[config.mk]
export PLATFORM = sky130hd
export DESIGN_NAME = vga_coord_gen_flat
export DESIGN_NICKNAME = d
export VERILOG_FILES = /design/src/rtl/vga_if.sv /design/src/rtl/vga_coord_gen.sv /design/src/flat_wrapper.sv
export SDC_FILE = /design/constraint.sdc
export NUM_CORES = 1
export LEC_CHECK = 0
export ABC_CLOCK_PERIOD_IN_PS = 6900
export CAP_MARGIN = 20
export CORE_UTILIZATION = 59
export CTS_BUF_LIST = sky130_fd_sc_hd__clkbuf_8
export DETAILED_ROUTE_END_ITERATION = 8
export GPL_ROUTABILITY_DRIVEN = 1
export PLACE_DENSITY = 0.95
export SETUP_SLACK_MARGIN = 0.2
export SLEW_MARGIN = 20
export SYNTH_ARGS = -nofsm -noshare
export SYNTH_HDL_FRONTEND = slang
export SYNTH_SLANG_ARGS = --single-unit
[constraint.sdc]
create_clock -name CLK_VGA -period 6.9 [get_ports CLK_VGA]
set_input_delay 1.38 -clock CLK_VGA [delete_from_list [all_inputs] [get_ports CLK_VGA]]
set_output_delay 1.38 -clock CLK_VGA [all_outputs]
set_load 0.01 [all_outputs]
[src/rtl/vga_if.sv]
// vga_if: pixel-advance enable in, raster coordinates and timing markers out
interface vga_if;
  logic CE;
  logic [11:0] VGA_horzCoord;
  logic [11:0] VGA_vertCoord;
  logic VGA_HS;
  logic VGA_VS;
  logic VGA_active;
  logic VGA_lineStart;
  logic VGA_frameStart;
  modport master (
    input  CE,
    output VGA_horzCoord, VGA_vertCoord, VGA_HS, VGA_VS, VGA_active, VGA_lineStart, VGA_frameStart
  );
  modport slave (
    output CE,
    input  VGA_horzCoord, VGA_vertCoord, VGA_HS, VGA_VS, VGA_active, VGA_lineStart, VGA_frameStart
  );
endinterface

[src/rtl/vga_coord_gen.sv]
// vga_coord_gen: raster counters with registered sync, active-video and line/frame markers
module vga_coord_gen #(
  parameter int H_VISIBLE = 1280,
  parameter int H_FP = 48,
  parameter int H_SYNC = 112,
  parameter int H_BP = 248,
  parameter int V_VISIBLE = 1024,
  parameter int V_FP = 1,
  parameter int V_SYNC = 3,
  parameter int V_BP = 38,
  parameter logic SYNC_POL = 1'b1
) (
  input logic CLK_VGA,
  input logic RESET,
  vga_if.master vga
);
  localparam logic [11:0] H_LAST = 12'(H_VISIBLE + H_FP + H_SYNC + H_BP - 1);
  localparam logic [11:0] V_LAST = 12'(V_VISIBLE + V_FP + V_SYNC + V_BP - 1);
  localparam logic [11:0] H_VIS = 12'(H_VISIBLE);
  localparam logic [11:0] V_VIS = 12'(V_VISIBLE);
  localparam logic [11:0] HS_ON = 12'(H_VISIBLE + H_FP);
  localparam logic [11:0] HS_OFF = 12'(H_VISIBLE + H_FP + H_SYNC);
  localparam logic [11:0] VS_ON = 12'(V_VISIBLE + V_FP);
  localparam logic [11:0] VS_OFF = 12'(V_VISIBLE + V_FP + V_SYNC);
  logic [11:0] h_nxt, v_nxt;
  logic h_wrap, v_wrap;
  always_comb begin
    h_wrap = vga.VGA_horzCoord == H_LAST;
    v_wrap = h_wrap && vga.VGA_vertCoord == V_LAST;
    h_nxt = h_wrap ? 12'd0 : vga.VGA_horzCoord + 12'd1;
    v_nxt = v_wrap ? 12'd0 : vga.VGA_vertCoord + {11'd0, h_wrap};
  end
  // decodes use next-state coordinates so they land in the same cycle as the coords
  always_ff @(posedge CLK_VGA)
    if (RESET) begin
      vga.VGA_horzCoord <= '0;
      vga.VGA_vertCoord <= '0;
      vga.VGA_HS <= ~SYNC_POL;
      vga.VGA_VS <= ~SYNC_POL;
      vga.VGA_active <= 1'b1;
      vga.VGA_lineStart <= 1'b0;
      vga.VGA_frameStart <= 1'b0;
    end else if (vga.CE) begin
      vga.VGA_horzCoord <= h_nxt;
      vga.VGA_vertCoord <= v_nxt;
      vga.VGA_HS <= (h_nxt >= HS_ON && h_nxt < HS_OFF) ? SYNC_POL : ~SYNC_POL;
      vga.VGA_VS <= (v_nxt >= VS_ON && v_nxt < VS_OFF) ? SYNC_POL : ~SYNC_POL;
      vga.VGA_active <= h_nxt < H_VIS && v_nxt < V_VIS;
      vga.VGA_lineStart <= h_wrap;
      vga.VGA_frameStart <= v_wrap;
    end else begin
      vga.VGA_lineStart <= 1'b0;
      vga.VGA_frameStart <= 1'b0;
    end
endmodule
[src/flat_wrapper.sv]
// flat-port wrapper written by rule: the top's interface ports become plain ports
module vga_coord_gen_flat 
#(
  parameter int H_VISIBLE = 1280,
  parameter int H_FP = 48,
  parameter int H_SYNC = 112,
  parameter int H_BP = 248,
  parameter int V_VISIBLE = 1024,
  parameter int V_FP = 1,
  parameter int V_SYNC = 3,
  parameter int V_BP = 38,
  parameter logic SYNC_POL = 1'b1
)
  (CLK_VGA, RESET, vga_CE, vga_VGA_horzCoord, vga_VGA_vertCoord, vga_VGA_HS, vga_VGA_VS, vga_VGA_active, vga_VGA_lineStart, vga_VGA_frameStart);
  vga_if vga_i ();
  input logic CLK_VGA;
  input logic RESET;
  input wire logic [$bits(vga_i.CE)-1:0] vga_CE;
  output wire logic [$bits(vga_i.VGA_horzCoord)-1:0] vga_VGA_horzCoord;
  output wire logic [$bits(vga_i.VGA_vertCoord)-1:0] vga_VGA_vertCoord;
  output wire logic [$bits(vga_i.VGA_HS)-1:0] vga_VGA_HS;
  output wire logic [$bits(vga_i.VGA_VS)-1:0] vga_VGA_VS;
  output wire logic [$bits(vga_i.VGA_active)-1:0] vga_VGA_active;
  output wire logic [$bits(vga_i.VGA_lineStart)-1:0] vga_VGA_lineStart;
  output wire logic [$bits(vga_i.VGA_frameStart)-1:0] vga_VGA_frameStart;
  assign vga_i.CE = vga_CE;
  assign vga_VGA_horzCoord = vga_i.VGA_horzCoord;
  assign vga_VGA_vertCoord = vga_i.VGA_vertCoord;
  assign vga_VGA_HS = vga_i.VGA_HS;
  assign vga_VGA_VS = vga_i.VGA_VS;
  assign vga_VGA_active = vga_i.VGA_active;
  assign vga_VGA_lineStart = vga_i.VGA_lineStart;
  assign vga_VGA_frameStart = vga_i.VGA_frameStart;
  vga_coord_gen #(.H_VISIBLE(H_VISIBLE), .H_FP(H_FP), .H_SYNC(H_SYNC), .H_BP(H_BP), .V_VISIBLE(V_VISIBLE), .V_FP(V_FP), .V_SYNC(V_SYNC), .V_BP(V_BP), .SYNC_POL(SYNC_POL)) u_core (.CLK_VGA(CLK_VGA), .RESET(RESET), .vga(vga_i));
endmodule
==> results of run 1 <==
==> state kept, by name, summed over array words and instances, names as in the netlist <==
name                       count
u_core.vga.VGA_frameStart      1
u_core.vga.VGA_active          1
u_core.vga.VGA_vertCoord      12
u_core.vga.VGA_horzCoord      12
u_core.vga.VGA_HS              1
u_core.vga.VGA_VS              1
u_core.vga.VGA_lineStart       1
==> Yosys cell counts (3+ instances only) <==
library cell	count	area, um2
nor2_1	22	82.6
nor3_1	5	25.0
xor2_1	6	52.6
nand3_1	11	55.1
dfxtp_1	29	581
nand4_1	6	37.5
clkbuf_1	4	15.0
nor4b_1	3	26.3
and3_1	5	31.3
buf_2	11	55.1
ha_1	3	37.5
buf_6	3	33.8
a21oi_1	23	115
or3_1	6	37.5
nand2_1	26	97.6
o2111ai_1	3	26.3
inv_1	8	30.0
xnor2_1	6	52.6
o21ai_0	15	75.1
==> tightest hold or removal path, cell delays in order, from the launching register on <==
cell and delay (ps):
dfxtp_1 300, inv_1 50, o32ai_1 70
==> metrics by stage <==
stage | setup slack (ps) | power (W) | area (um2)
final | 3230 | 0.000324 | 2220
after global routing | 3150 | 0.000336 | 2220
after CTS | 3300 | 0.000326 | 2220
after detailed placement | 3030 | 0.000187 | 2130
after global placement | 3090 | 0.000187 | 2130
after floorplan | 4490 | 0.000182 | 1880
==> routing by layer <==
metal / vias up / track usage, % / part of all wire, %
met1: 848 / 40.0 / 46
met3: 8 / 6.59 / 7.0
met5: - / 0 / 0
met2: 85 / 40.9 / 45
met4: 0 / 10.2 / 1.8
li1: 896 / - / -
==> worst max-delay path by stage <==
| stage | cells after the start | slack, ps | to |
|---|---|---|---|
| finish | 4 | 3230 | u_core.vga.VGA_horzCoord[9]$_SDFFE_PP0P_ |
| global route | 4 | 3150 | u_core.vga.VGA_horzCoord[9]$_SDFFE_PP0P_ |
| CTS | 4 | 3300 | u_core.vga.VGA_horzCoord[9]$_SDFFE_PP0P_ |
| detailed placement | 4 | 3030 | u_core.vga.VGA_horzCoord[9]$_SDFFE_PP0P_ |
| global placement | 4 | 3090 | u_core.vga.VGA_horzCoord[9]$_SDFFE_PP0P_ |
| floorplan | 6 | 4490 | u_core.vga.VGA_VS$_SDFFE_PP0P_ |
==> kinds of logic (layout without fill, tap and decap cells) <==
kind of cell	after synthesis	in the layout
XOR/XNOR	13	13
multiplexers	2	2
AND/OR/NAND/NOR	108	108
adder cells (fa/ha/maj)	3	3
buffers and inverters	29	47
flip-flops	29	29
AO/OA/AOI/OAI	56	56
==> area by class of cell <==
cell class,instances,share of cell area [%]
Inverter,9,1.52
Tap cell,44,2.48
Multi-Input combinational cell,182,51.9
Clock inverter,1,0.169
Sequential cell,29,26.2
Clock buffer,6,3.72
Timing Repair Buffer,31,14.0
==> power by group through the flow <==
stage,combinational (W),clock [W],sequential (W)
global route,0.0000148,0.000151,0.000170
floorplan,0.00000772,0,0.000174
CTS,0.0000136,0.000142,0.000170
finish,0.0000138,0.000140,0.000170
detailed placement,0.0000134,0,0.000174
global placement,0.0000129,0,0.000174
==> metrics, run 1 <==
crit-path max FO 30; cell-by-cell listing of the critical path clkdlybuf4s50_1 > clkinv_1 > or4_1 > a21oi_1; layout cells sized above 1 between 8 and 9%; multi-input logic area approximately 1200 um2; Max transition margin 29.7%; WL final about 4.5 mm; worst min path class reg2reg; first-pass GRT wire length roughly 7.2 mm; vias in the first global route 1,534; synthesized area 1880 um2; Pleak between 0.7 and 0.8 nW; Seq pwr share 52.5%; post-synthesis simple-gate area fraction ~34%; CTS tree done; Final period util between 50% and 60%; routed vias between 1,500 and 2,000; adder-cell area share of the yosys netlist 1.99%; post-synthesis cell count 240; H-tree levels 2; pwr/cell area 146 nW/um2; NumNets Final 264; Worst Tran Pin Value approximately 1100 ps; row count 20; EDFF count, synth 0; FF/Latch Area 581 um2; Filler cells around 230; Yosys warnings 0; 1st-iter DRT viols 137; hold_sp u_core.vga.VGA_VS$_SDFFE_PP0P_; slowest library cell on the worst path clkdlybuf4s50_1; Crit Reg-Reg Endpoint u_core.vga.VGA_VS$_SDFFE_PP0P_; Post-synth top flop dfxtp_1; Hold Path Cell Cnt 2; hold buffers post-CTS 0; CP Capture Type flip-flop; skew final 7.55 ps; ys async rst share 0%; HPWL after detailed placement about 2.9 mm; clock power share a little over two fifths; total CTS buffers 5; die span in y 58.5 um; Tot GR Track Use 27.9%; Sw Ratio ~23%; Worst setup SP type input pin; most frequent cells in the layout clkdlybuf4s50_1, dfxtp_1, nand2_1; placed cell count 295; IO Pins 32; CP Buf/Inv Count 2; Psw roughly 0.000074 W; Largest delay share family, worst path buffers and inverters; Starting Density 62.1%; hold endpoint u_core.vga.VGA_VS$_SDFFE_PP0P_; DIE WIDTH 58.5 um; ANT cells 0; Worst Path Required between 7000 and 8000 ps; Avg Cell Area, Syn 7.84 um2; post-cts resize count 0; worst hold margin ~480 ps; Overflow after GRT 0; end-of-flow core utilization between 70% and 80%; syn nets between 200 and 250; final hold violation count 0; CTS Buffer Depth 2; Seq/Total Area, Yosys 30.9%; worst r2r path cells 10; # setup viols final 0; Comb power frac between 4 and 5%; critical path arrival 3880 ps; RSZ-0062 raised after global routing false; first drt pass iteration count 5; core area 3030 um2; Post-CTS Setup Bufs 0; status finished, final reports clean; Max Clk Rate 0.272 GHz; root buf cell clkbuf_8; gp weighted congestion 0.855; antenna-violating nets left 0; Synth cell types 53; Fin Setup TNS 0 ps; reg2reg start u_core.vga.VGA_horzCoord[0]$_SDFFE_PP0P_; Worst path max stage delay about 1200 ps; clock slew at reported path FFs 60 ps; number of clock sinks 29; complex-gate fraction of the synthesized area 17.8%; xor-xnor portion of the synthesized cell area under 10%; initial antenna violation count 0; min Tclk post-route 3670 ps; Worst setup startpoint vga_CE; vias per cell 6.08; commonest non-fill, non-tap cell in the layout clkdlybuf4s50_1; I/O Buffers 31; critical path class in2reg; Die Area 3420 um2; maxcap violations 0; largest net degree at the start of global routing 31; Int Pwr around 0.00025 W; flops & latches, synth 29; largest family of logic cells by synthesized area simple AND/OR/NAND/NOR gates; Final Instance Count excl. Fillers between 300 and 400; reg2reg setup slack 4010 ps; Syn-to-layout area delta 17.9%; Slew Limit Fails 0; VDD IR-drop max 140 uV; Post-route DRC 0; WL per Instance 14.8 um; post-synthesis mux area share ~1.1%; worst skew pair latency approximately 290 ps
No activity file was read; power rests on OpenSTA's default activity.
==> run 2: changes to the inputs <==
- ABC_CLOCK_PERIOD_IN_PS: 6900 -> 3800
- CORE_UTILIZATION: 59 -> 55
- PLACE_DENSITY: 0.95 -> 0.89
- clock period: 6.9 -> 3.8 ns (I/O delays scaled with it)
==> run 2 against run 1 <==
  * Flip-flop and latch count unchanged
  * Combinational power increased by 87%
  * Setup slack got worse by 2200 ps
  * Critical path depth increased by 7
  * Final area increased by 0.39%
  * Die area increased by 7.0%
  * Clock power increased by 71%
  * Register-to-register slack got worse by 3000 ps
  * Via count increased by 1.1%
  * Cell count increased by 0.99%
  * Clock-buffer cell count decreased by 1
  * Core utilization decreased by 2.6 points
  * Critical endpoint is now u_core.vga.VGA_vertCoord[10]$_SDFFE_PP0P_
  * Largest cell class unchanged
==> metrics, run 2 (synthesized netlist as in run 1, its figures left out) <==
status finished, final reports clean; VDD IR-drop max 224 uV; Final period util 74.1%; Post-route DRC 0; antenna-violating nets left 0; slowest library cell on the worst path dfxtp_1; worst skew pair latency roughly 290 ps; skew final a little under 7 ps; top flop regs u_core.vga.VGA_horzCoord x12, u_core.vga.VGA_vertCoord x12; reg2reg setup slack 980 ps; Worst setup SP type flip-flop; CP Capture Type flip-flop; Tot GR Track Use approximately 28%; Overflow after GRT 0; worst min path class reg2reg; maxcap violations 0; most frequent CP cell ha_1; Die Area roughly 3700 um2; reg2reg start u_core.vga.VGA_horzCoord[0]$_SDFFE_PP0P_; CTS Buffer Depth 2; # setup viols final 0; critical path class reg2reg; Fin Setup TNS 0 ps; min Tclk post-route 2820 ps; Max Clk Rate 0.355 GHz; vias in the first global route 1,628; H-tree levels 2; Worst path max stage delay 440 ps; fin worst setup slack just under 1000 ps; first drt pass iteration count 4; hold_sp u_core.vga.VGA_HS$_SDFFE_PP0P_; HPWL after detailed placement 3.03 mm; NumNets Final 266; Pleak 0.727 nW; cell-by-cell listing of the critical path ha_1 > and4_4 > nand4_4 > inv_1 > ha_1 > nand3_1 > nor2_4 > nand4_1 > xor2_1 > o31a_1 > nor2_1; layout cells sized above 1 under 10%; routed vias 1,858; number of clock sinks 29; Slew Limit Fails 0; CTS tree done; IO Pins 32; core area around 3200 um2; initial antenna violation count 0; Max transition margin 65.0%; pre-CTS setup slack 1060 ps; Worst Tran Pin Value 524 ps; vias per cell approximately 6; RSZ-0062 raised after global routing false; WL final roughly 4.6 mm; hold buffers post-CTS 0; final hold violation count 0; die span in y 60.5 um; DIE WIDTH 60.5 um; Worst setup startpoint u_core.vga.VGA_horzCoord[0]$_SDFFE_PP0P_; row count 20; most frequent cells in the layout clkdlybuf4s50_1, dfxtp_1, nand2_1; gp weighted congestion 0.888; I/O Buffers 31; critical path arrival slightly above 3000 ps; ANT cells 0; largest net degree at the start of global routing 31; 1st-iter DRT viols around 140; clock slew at reported path FFs approximately 60 ps; Worst Path Required around 4000 ps; commonest non-fill, non-tap cell in the layout clkdlybuf4s50_1; root buf cell clkbuf_8; Crit Reg-Reg Endpoint u_core.vga.VGA_vertCoord[10]$_SDFFE_PP0P_; crit path to u_core.vga.VGA_vertCoord[10]$_SDFFE_PP0P_; pwr/cell area 258 nW/um2; Starting Density 59.7%; WL per Instance about 15 um; worst r2r path cells 11; Post-CTS Setup Bufs 0; crit-path max FO 7; first-pass GRT wire length 7.49 mm; Filler cells 276; post-cts resize count 0; Syn-to-layout area delta 18.4%; total CTS buffers 5
[run 2: how the worst min path moves through the flow]
| stage | end | slack [ps] | cells past startpoint |
|---|---|---|---|
| 6_report | u_core.vga.VGA_HS$_SDFFE_PP0P_ | 480 | 2 |
| 5_1_grt | u_core.vga.VGA_HS$_SDFFE_PP0P_ | 500 | 2 |
| 4_1_cts | u_core.vga.VGA_HS$_SDFFE_PP0P_ | 480 | 2 |
| 3_5_place_dp | u_core.vga.VGA_HS$_SDFFE_PP0P_ | 470 | 2 |
| 3_3_place_gp | u_core.vga.VGA_HS$_SDFFE_PP0P_ | 470 | 2 |
| 2_1_floorplan | u_core.vga.VGA_HS$_SDFFE_PP0P_ | 500 | 2 |
[run 2: worst max-delay path, delay by kind of cell, from the launching register on]
family	cells	cell delay (ps)
fa+ha+maj	2	540
flops	1	440
compound gates	1	290
buf+inv	1	270
xor+xnor	1	190
simple gates	6	1010
[run 2: power breakdown]
group,leakage (nW),internal (W),switching (W)
logic,0.441,0.00000980,0.0000160
registers,0.234,0.000306,0.00000306
clock network,0.0519,0.000122,0.000118
total,0.727,0.000438,0.000137
[run 2: per-stage QoR]
stage / std cells / util, % / power (W) / hold WS, ps / area [um2]
3_5_place_dp: 297 / 68.1 / 0.000341 / 474 / 2150
3_3_place_gp: 297 / 68.1 / 0.000341 / 467 / 2150
6_report: 305 / 70.6 / 0.000575 / 481 / 2230
2_1_floorplan: 240 / - / 0.000330 / 498 / 1880
4_1_cts: 305 / 70.6 / 0.000578 / 483 / 2230
5_1_grt: 305 / 70.6 / 0.000594 / 503 / 2230
[run 2: area by class of cell]
type	instances	area [um2]	share of cell area, %
Clock inverter	3	11.3	0.506
Tap cell	44	55.1	2.47
Timing Repair Buffer	33	325	14.6
Sequential cell	29	581	26.1
Inverter	9	33.8	1.52
Multi-Input combinational cell	182	1150	51.7
Clock buffer	5	68.8	3.09
[run 2: layer usage]
| metal | wire, um | vias up | track usage, % |
|---|---|---|---|
| li1 | - | 899 | - |
| met1 | 2020 | 888 | 32.8 |
| met2 | 2240 | 61 | 46.8 |
| met3 | 229 | 10 | 6.18 |
| met4 | 91 | 0 | 13.6 |
| met5 | 0 | - | 0 |
